## src/rtl/sifive_insight_instruction_tl_d_tracker.sv

```systemverilog
`default_nettype none
// ============================================================================
// Module   : sifive_insight_instruction_tl_d_tracker
// Purpose  : Passive snooper for the instruction-fetch TileLink port. Tracks
//            one outstanding transaction per source ID and emits a completed-
//            transaction record (address, latency, beats, error) through a
//            2-deep first-word-fall-through FIFO. Never back-pressures the bus.
// Revision : 1.0 - initial release
// ============================================================================
module sifive_insight_instruction_tl_d_tracker #(
  parameter int SOURCE_BITS     = 2,
  parameter int ADDR_BITS       = 32,
  parameter int BEAT_BYTES_LOG2 = 3,
  parameter int LAT_BITS        = 8
) (
  input  logic                   clock,
  input  logic                   reset,
  input  logic                   a_valid,
  input  logic                   a_ready,
  input  logic [SOURCE_BITS-1:0] a_source,
  input  logic [ADDR_BITS-1:0]   a_address,
  input  logic [2:0]             a_size,
  input  logic                   d_valid,
  input  logic                   d_ready,
  input  logic [SOURCE_BITS-1:0] d_source,
  input  logic                   d_denied,
  input  logic                   d_corrupt,
  output logic                   rec_valid,
  input  logic                   rec_ready,
  output logic [SOURCE_BITS-1:0] rec_source,
  output logic [ADDR_BITS-1:0]   rec_address,
  output logic [LAT_BITS-1:0]    rec_latency,
  output logic [7:0]             rec_beats,
  output logic                   rec_error,
  output logic                   err_dup,
  output logic                   err_unexpected,
  output logic                   rec_overflow,
  output logic [SOURCE_BITS:0]   outstanding
);

  localparam int c_DEPTH = 1 << SOURCE_BITS;
  localparam int c_REC_W = SOURCE_BITS + ADDR_BITS + LAT_BITS + 8 + 1;
  localparam logic [LAT_BITS-1:0] c_LAT_MAX = {LAT_BITS{1'b1}};

  // Per-source outstanding table
  logic [c_DEPTH-1:0]   r_busy;
  logic [ADDR_BITS-1:0] r_addr [c_DEPTH];
  logic [LAT_BITS-1:0]  r_lat  [c_DEPTH];
  logic [7:0]           r_bexp [c_DEPTH];
  logic [7:0]           r_bcnt [c_DEPTH];
  logic [c_DEPTH-1:0]   r_err;

  // Record FIFO: registered head plus one tail slot
  logic [c_REC_W-1:0]   r_head;
  logic                 r_head_v;
  logic [c_REC_W-1:0]   r_tail;
  logic                 r_tail_v;

  logic                 r_err_dup;
  logic                 r_err_unexp;
  logic                 r_overflow;
  logic [SOURCE_BITS:0] r_outstanding;

  // Handshake decode
  logic w_a_fire;
  logic w_d_fire;
  assign w_a_fire = a_valid & a_ready;
  assign w_d_fire = d_valid & d_ready;

  // D-side lookup of the addressed entry
  logic                w_d_busy;
  logic                w_d_hit;
  logic [7:0]          w_d_cnt_nxt;
  logic                w_d_err_nxt;
  logic                w_d_last;
  logic [LAT_BITS-1:0] w_d_lat;
  assign w_d_busy    = r_busy[d_source];
  assign w_d_hit     = w_d_fire & w_d_busy;
  assign w_d_cnt_nxt = r_bcnt[d_source] + 8'd1;
  assign w_d_err_nxt = r_err[d_source] | d_denied | d_corrupt;
  assign w_d_last    = w_d_hit & (w_d_cnt_nxt == r_bexp[d_source]);
  // The last beat counts its own cycle, so the reported latency is lat+1
  assign w_d_lat     = (r_lat[d_source] == c_LAT_MAX) ? c_LAT_MAX
                                                      : r_lat[d_source] + LAT_BITS'(1);

  // A-side: a last-beat completion on the same source frees the slot first,
  // so a same-cycle reallocation is not a duplicate.
  logic       w_dup;
  logic       w_unexp;
  logic [7:0] w_a_beats;
  assign w_dup     = w_a_fire & r_busy[a_source] & ~(w_d_last & (d_source == a_source));
  assign w_unexp   = w_d_fire & ~w_d_busy;
  assign w_a_beats = (a_size <= 3'(BEAT_BYTES_LOG2)) ? 8'd1
                                                     : (8'd1 << (a_size - 3'(BEAT_BYTES_LOG2)));

  // Per-entry select and next-busy decode
  logic [c_DEPTH-1:0] w_a_sel;
  logic [c_DEPTH-1:0] w_d_sel;
  logic [c_DEPTH-1:0] w_busy_nxt;
  for (genvar gi = 0; gi < c_DEPTH; gi++) begin : g_entry
    assign w_a_sel[gi]    = w_a_fire & (a_source == SOURCE_BITS'(gi));
    assign w_d_sel[gi]    = w_d_hit  & (d_source == SOURCE_BITS'(gi));
    assign w_busy_nxt[gi] = w_a_sel[gi] | (r_busy[gi] & ~(w_d_sel[gi] & w_d_last));
  end

  // Population count of the next busy vector so the output tracks the table
  logic [SOURCE_BITS:0] w_busy_cnt;
  always_comb begin
    w_busy_cnt = '0;
    for (int i = 0; i < c_DEPTH; i++) begin
      w_busy_cnt = w_busy_cnt + {{SOURCE_BITS{1'b0}}, w_busy_nxt[i]};
    end
  end

  // Table update: A allocation wins over D bookkeeping on the same entry
  always_ff @(posedge clock) begin
    if (reset) begin
      r_busy <= '0;
      r_err  <= '0;
      for (int i = 0; i < c_DEPTH; i++) begin
        r_addr[i] <= '0;
        r_lat[i]  <= '0;
        r_bexp[i] <= '0;
        r_bcnt[i] <= '0;
      end
    end else begin
      r_busy <= w_busy_nxt;
      for (int i = 0; i < c_DEPTH; i++) begin
        if (w_a_sel[i]) begin
          r_addr[i] <= a_address;
          r_lat[i]  <= '0;
          r_bexp[i] <= w_a_beats;
          r_bcnt[i] <= '0;
          r_err[i]  <= 1'b0;
        end else if (r_busy[i]) begin
          if (r_lat[i] != c_LAT_MAX) begin
            r_lat[i] <= r_lat[i] + LAT_BITS'(1);
          end
          if (w_d_sel[i]) begin
            r_bcnt[i] <= w_d_cnt_nxt;
            r_err[i]  <= w_d_err_nxt;
          end
        end
      end
    end
  end

  // FIFO control
  logic               w_push;
  logic [c_REC_W-1:0] w_push_rec;
  logic               w_pop;
  logic               w_full;
  logic               w_accept;
  assign w_push     = w_d_last;
  assign w_push_rec = {d_source, r_addr[d_source], w_d_lat, r_bexp[d_source], w_d_err_nxt};
  assign w_pop      = r_head_v & rec_ready;
  assign w_full     = r_head_v & r_tail_v;
  assign w_accept   = w_push & (~w_full | w_pop);

  // Record FIFO: pop shifts tail to head; a push lands in the first free slot
  always_ff @(posedge clock) begin
    if (reset) begin
      r_head   <= '0;
      r_head_v <= 1'b0;
      r_tail   <= '0;
      r_tail_v <= 1'b0;
    end else if (w_pop) begin
      if (r_tail_v) begin
        r_head   <= r_tail;
        r_head_v <= 1'b1;
        r_tail_v <= w_accept;
        if (w_accept) begin
          r_tail <= w_push_rec;
        end
      end else begin
        r_head_v <= w_accept;
        if (w_accept) begin
          r_head <= w_push_rec;
        end
      end
    end else if (w_accept) begin
      if (!r_head_v) begin
        r_head   <= w_push_rec;
        r_head_v <= 1'b1;
      end else begin
        r_tail   <= w_push_rec;
        r_tail_v <= 1'b1;
      end
    end
  end

  // Error pulses, sticky overflow and outstanding count
  always_ff @(posedge clock) begin
    if (reset) begin
      r_err_dup     <= 1'b0;
      r_err_unexp   <= 1'b0;
      r_overflow    <= 1'b0;
      r_outstanding <= '0;
    end else begin
      r_err_dup     <= w_dup;
      r_err_unexp   <= w_unexp;
      r_outstanding <= w_busy_cnt;
      if (w_push & w_full & ~w_pop) begin
        r_overflow <= 1'b1;
      end
    end
  end

  assign rec_valid = r_head_v;
  assign {rec_source, rec_address, rec_latency, rec_beats, rec_error} = r_head;
  assign err_dup        = r_err_dup;
  assign err_unexpected = r_err_unexp;
  assign rec_overflow   = r_overflow;
  assign outstanding    = r_outstanding;

endmodule
`default_nettype wire
```

## config.mk

```make
export PLATFORM = sky130hd
export DESIGN_NAME = sifive_insight_instruction_tl_d_tracker
export DESIGN_NICKNAME = d
export VERILOG_FILES = /design/src/rtl/sifive_insight_instruction_tl_d_tracker.sv
export SDC_FILE = /design/constraint.sdc
export NUM_CORES = 1
export LEC_CHECK = 0
export CORE_MARGIN = 2
export CORE_UTILIZATION = 52
export DETAILED_ROUTE_END_ITERATION = 8
export HOLD_SLACK_MARGIN = 0.12
export PLACE_DENSITY = 0.72
export SLEW_MARGIN = 30
export SYNTH_ARGS = -nofsm -noshare
export SYNTH_HDL_FRONTEND = slang
export SYNTH_SLANG_ARGS = --single-unit
```

## constraint.sdc

```tcl
create_clock -name clock -period 5.4 [get_ports clock]
set_clock_uncertainty 0.15 [all_clocks]
set_input_delay 1.08 -clock clock [delete_from_list [all_inputs] [get_ports clock]]
set_output_delay 1.08 -clock clock [all_outputs]
set_load 0.05 [all_outputs]
```

After elaboration in Yosys (flattened, before gate mapping)
Memory sizes are Yosys's and may differ from the RTL's. Cells that the tools add are included.

Add/subtract/negate cells: 10. Magnitude comparators: 3. Reductions and logical operators: 16. Bitwise operators: 68. Mux-type cells: 102. Equality and inequality tests: 15. Shifts and indexed selects: 1.

Operator list (count): 2-to-1 mux 51 bit (9); 2-to-1 mux 8 bit (22); 2-to-1 mux 32 bit (4); 2-to-1 mux 1 bit (64); adder 8 x 1 -> 8 bit, second input constant (6); inequality test 8 bit, second input constant (4); bitwise OR 1 bit (31); AND 1 bit (29); AND reduction 2 bit (5); equality test 2 bit, second input constant (4); equality test 8 bit (1); equality test 8 bit, second input constant (1); NOT 1 bit (8); OR reduction 2 bit (4); << shifter 1 x 3 -> 8 bit, first input constant (1); binary-select mux 1 bit (select 2 bit) (3); < comparator 2 x 3 -> 1 bit, second input constant (2); AND reduction 3 bit (2); nonzero test 2 bit (3); equality test 2 x 1 -> 1 bit, second input constant (2); zero test 2 bit (2); adder 2 x 1 -> 3 bit (1); adder 3 x 1 -> 3 bit (1); <= comparator 3 x 2 -> 1 bit, second input constant (1); other kinds (5) (5).

Register bits after elaboration: 118. Logic and storage cells: 232. Output and inout port bits: 58. Input port bits: 48. Memories kept: 4. Memory bits (writable): 224.

Memory list: r_addr (depth 4, bits a word 32, read ports 1, clocked after memory_dff 0, wr ports 4, RTL line 47) `logic [ADDR_BITS-1:0] r_addr [c_DEPTH];`; r_bcnt (depth 4, bits a word 8, read ports 1, clocked after memory_dff 0, wr ports 4, RTL line 50) `logic [7:0] r_bcnt [c_DEPTH];`; r_bexp (depth 4, bits a word 8, read ports 1, clocked after memory_dff 0, wr ports 4, RTL line 49) `logic [7:0] r_bexp [c_DEPTH];`; r_lat (depth 4, bits a word 8, read ports 5, clocked after memory_dff 0, wr ports 4, RTL line 48) `logic [LAT_BITS-1:0] r_lat [c_DEPTH];`.

Depth between registers and ports, before layout
Depth after elaboration: 11. Gate-level depth with buffers: 16. Depth with buffers taken out: 13.

Worst setup path before layout
Ideal clock, no wire load.

Kind: input -> register. Start: in d_source[0]. End: reg r_outstanding[1] (netlist: outstanding[1]). Stages on the path: 15. Library setup time: 128 ps. Data required time: 5122 ps. Data arrival time: 4761 ps. Setup slack: 361 ps. Path buffers: 3. Path through: buf_2 > buf_4 > mux4_2 > ha_1 > and3_1 > xor3_1 > and4bb_2 > and3_1 > clkbuf_1 > nand3_1 > a21o_1 > fa_1 > ha_1 > ha_1 > nor2b_1.

Word-level cells in the longest chain between the ends: 11. Elaborated cells on any way between the ends: 35. Classes of those cells: 4 x add/sub; 4 x eq/ne; 2 x mux; 22 x bitwise; 1 x reduce/logical; 2 x memory.

Ends and longest elaborated chain: start: declaration (RTL line 25) `input logic [SOURCE_BITS-1:0] d_source,`; memory (4 x 8 bit) or binary-select mux 1 bit (select 2 bit) (tied branches); adder 8 x 1 -> 8 bit or 2-to-1 mux 1 bit (tied branches) (RTL line 79, 77); equality test 8 bit or AND 1 bit (tied branches) (RTL line 81, 78); AND 1 bit, on equally long branches (RTL line 81, 102); AND 1 bit (*) (RTL line 103) `assign w_busy_nxt[gi] = w_a_sel[gi] | (r_busy[gi] & ~(w_d_sel[gi] & w_d_last));`; NOT 1 bit (*) (RTL line 103); AND 1 bit (*) (RTL line 103); bitwise OR 1 bit (*) (RTL line 103); net w_busy_nxt[0] (RTL line 99) `logic [c_DEPTH-1:0] w_busy_nxt;`; adder 1 x 1 -> 2 bit (*) (RTL line 111) `w_busy_cnt = w_busy_cnt + {{SOURCE_BITS{1'b0}}, w_busy_nxt[i]};`; adder 2 x 1 -> 3 bit (*) (RTL line 111); adder 3 x 1 -> 3 bit (*) (RTL line 111); net w_busy_cnt[1] (RTL line 107) `logic [SOURCE_BITS:0] w_busy_cnt;`; end signal: assignment (RTL line 202) `r_outstanding <= w_busy_cnt;`; end: declaration (RTL line 62) `logic [SOURCE_BITS:0] r_outstanding;`.

The timed path passes the listed nets; every way through them passes the cells marked *. The select of a mux whose other input is x is not followed. A chain may end at the register's enable or synchronous reset.

Final worst setup path
Start: in d_source[0]. End: reg r_outstanding[1] (netlist: outstanding[1]).

Elaborated cells on any way between the ends: 35. Classes of those cells: 4 x add/sub; 4 x eq/ne; 2 x mux; 22 x bitwise; 1 x reduce/logical; 2 x memory.

RTL lines (RTL line): memory (4 x 8 bit) or binary-select mux 1 bit (select 2 bit) (tied branches); adder 8 x 1 -> 8 bit or 2-to-1 mux 1 bit (tied branches) (79, 77); equality test 8 bit or AND 1 bit (tied branches) (81, 78); AND 1 bit, on equally long branches (81, 102); AND 1 bit (*) (103); NOT 1 bit (*) (103); AND 1 bit (*) (103); bitwise OR 1 bit (*) (103); net w_busy_nxt[2] (99); adder 2 x 1 -> 3 bit (*) (111); adder 3 x 1 -> 3 bit (*) (111); net w_busy_cnt[1] (107).

Marked as above.

==> qor.csv <==
metric;value;unit
synthMostInstantiatedCell;nand2_1;
io_buffers;105;
use_met3;5.800;%
h-tree-depth;2;
outcome;complete, no violations;
antenna_left;0;
stdcell_count;2124;
synthTopCellsByArea;edfxtp_1 (40%), dfxtp_1 (14%), mux4_2 (7.6%), nand2_1 (5.3%), and3_1 (3.9%);
cp_max_fo;51;
r2r_start;r_bcnt[2][0]$_SDFFCE_PN0P_;
power_density;311.6;nW/um^2
yosysSeqAreaShare;53.48;%
vias;12810;
use_met2;39.82;%
dr.pass1.iters;7;
antenna_found_initial;1;
hold_path_class;reg2reg;
drt-wirelength-per-cell;20.54;um
yosys_warnings;0;
globalRouteOverflowTotal;0;
relSlewSlack;37.91;%
hold_end;r_tail[27]$_SDFFE_PP0P_;
critPathArrivalTime;4.82;ns
drive_gt1_share;9.935;%
place_congestion;0.8752;
endpoint_kind;register;
r2r_cells;12;
finalCritPeriodShare;85.13;%
path_class;in2reg;
syn_inst;1612;
fmax;217.5;MHz
synth.net_count;1670;
clkSinkCount;342;
cts_setup_buffers;0;
drv_cap;0;
fin_hold_ws;0.3056;ns
yosysTopAreaCellShare;39.58;%
ff2ff_setup_slack;1.28;ns
clock_path_buffers;3;
grt_max_degree;155;
grt_pass1_vias;11970;
drv_slew;0;
multiInputGateArea;7291;um^2
core_area;32370;um^2
hold_buffers;0;
nNetsFinal;1711;
synth_area_per_cell;10.54;um^2
clock_insertion_delay_worst_skew;0.54;ns
root_buffer;clkbuf_16;
tightest_slew;0.9184;ns
synth_cell_types;54;
top_usage_layer;met2;
fin_ws;0.8031;ns
ys_ff_latch;342;
dieHeight;184.8;um
hpwl;27560;um
cp_common_cell;ha_1;
track_usage;25.54;%
critical-path-max-stage-delay;0.65;ns
critPathLaunchType;input port;
synth_enable_flop_cells;224;
drc_errors;0;
cts-resized-gates;0;
path_cells;buf_4, mux4_2, ha_1, and3_1, xor3_1, and4bb_2, and3_2, buf_4, nand3_1, a21o_1, ha_1, ha_1, nor2b_1;
power.total;6.106;mW
r2r_end;outstanding[1]$_SDFF_PP0_;
synth_flop_cell;edfxtp_1;
via_per_inst;6.029;
rsz0062_at_grt;no;
vdd_drop_max;0.1877;mV
p_leak;7.097;nW
register_area;9089;um^2
synthArstFlopShare;0;%
layout_min_cycle_time;4.597;ns
setup_viol;0;
design.die.area;34140;um^2
place_ws;0.3094;ns
cts.clk_slew.worst_paths;0.06;ns
cts_tree;yes;
drt_wl_total;43630;um
cp_slowest_cell;mux4_2;
ys_top_cells_by_count;nand2_1 (241), edfxtp_1 (224), nor2_1 (143);
area_delta_synth_final;15.31;%
grt_pass1_wl;67290;um
timing.setup.tns;0;ns
start_util;52.50;%
die_w;184.8;um
n_fill_cell;2620;
hold_viol;0;
hp-start;r_tail[27]$_SDFFE_PP0P_;
io-pin-count;106;
cts_made_buffers;37;
synth_top_area_cell;edfxtp_1;
crit_required;5.63;ns
rows;66;
drtIter0Drc;1401;
whs_path_depth;2;
grt_use_met1;36.53;%
dp_cells;2056;
synth_area;16990;um^2
[layout make-up]
cell class	count	area share, %
diodes	1	0.01277
repair buffers	137	6.781
inverters	26	0.5236
well taps	442	2.822
clock inverters	24	1.328
clock buffers	43	4.942
multi-input cells	1109	37.21
flip-flops and latches	342	46.38
[state kept, by name, summed over array words and instances (netlist names)]
name,flops
r_head,51
r_tail,51
r_lat,32
r_tail_v,1
r_err,4
rec_valid,1
outstanding,3
r_bexp,32
err_unexpected,1
r_bcnt,32
r_busy,4
rec_overflow,1
r_addr,128
err_dup,1
[layer usage]
layer	share of wire [%]	routed length (um)	vias up
li1	-	-	6005
met1	43	18680	6207
met2	46	20140	525
met3	9.1	3975	68
met4	1.9	833	0
met5	0	0	-
[worst max-delay path by stage]
stage                 from                         to  cells past startpoint
2_1_floorplan  d_source[0]  outstanding[1]$_SDFF_PP0_                     15
3_3_place_gp   d_source[0]  outstanding[1]$_SDFF_PP0_                     13
3_5_place_dp   d_source[0]  outstanding[1]$_SDFF_PP0_                     13
4_1_cts        d_source[0]  outstanding[1]$_SDFF_PP0_                     13
5_1_grt        d_source[0]  outstanding[1]$_SDFF_PP0_                     14
6_report       d_source[0]  outstanding[1]$_SDFF_PP0_                     13
[cell usage in the layout (no fill, tap or decap), types with 37 or more instances in the layout]
cell / n
dfxtp_1: 118
a21oi_1: 48
a31oi_1: 46
o2111ai_1: 39
mux2i_1: 51
nor3_1: 55
edfxtp_1: 224
and3_1: 105
and2_1: 38
nand2_1: 240
nor2_1: 141
nand3_1: 108
clkdlybuf4s50_1: 102
mux4_2: 57
clkbuf_16: 37
[cells by family after synthesis]
family | count (synthesis) | share of synthesized area (%)
AOI/OAI and AO/OA | 193 | 7.547
xor gates and xnor gates | 42 | 2.334
adders and majority gates | 10 | 0.7805
buffers and inverters | 161 | 3.807
DFF | 342 | 53.48
muxes | 117 | 11.17
and+or+nand+nor | 747 | 20.88
[through the flow]
stage          util, %  area [um^2]
2_1_floorplan        -        16990
3_3_place_gp     56.73        18360
3_5_place_dp     56.73        18360
4_1_cts          60.52        19590
5_1_grt          60.52        19590
6_report         60.53        19600
[power breakdown]
group | switching (mW) | leakage [nW] | internal (mW)
combinational | 0.370 | 3.33 | 0.207
sequential | 0.0463 | 3.17 | 2.89
clock | 1.06 | 0.605 | 1.53
total | 1.47 | 7.10 | 4.63
[critical path, delay by kind of cell]
| kind | cells | cell delay (ns) |
|---|---|---|
| AOI/OAI and AO/OA | 1 | 0.21 |
| xor gates and xnor gates | 1 | 0.39 |
| adders and majority gates | 3 | 0.72 |
| buffers and inverters | 2 | 0.74 |
| muxes | 1 | 0.65 |
| and+or+nand+nor | 5 | 1.01 |
No activity file was read; power rests on OpenSTA's default activity.
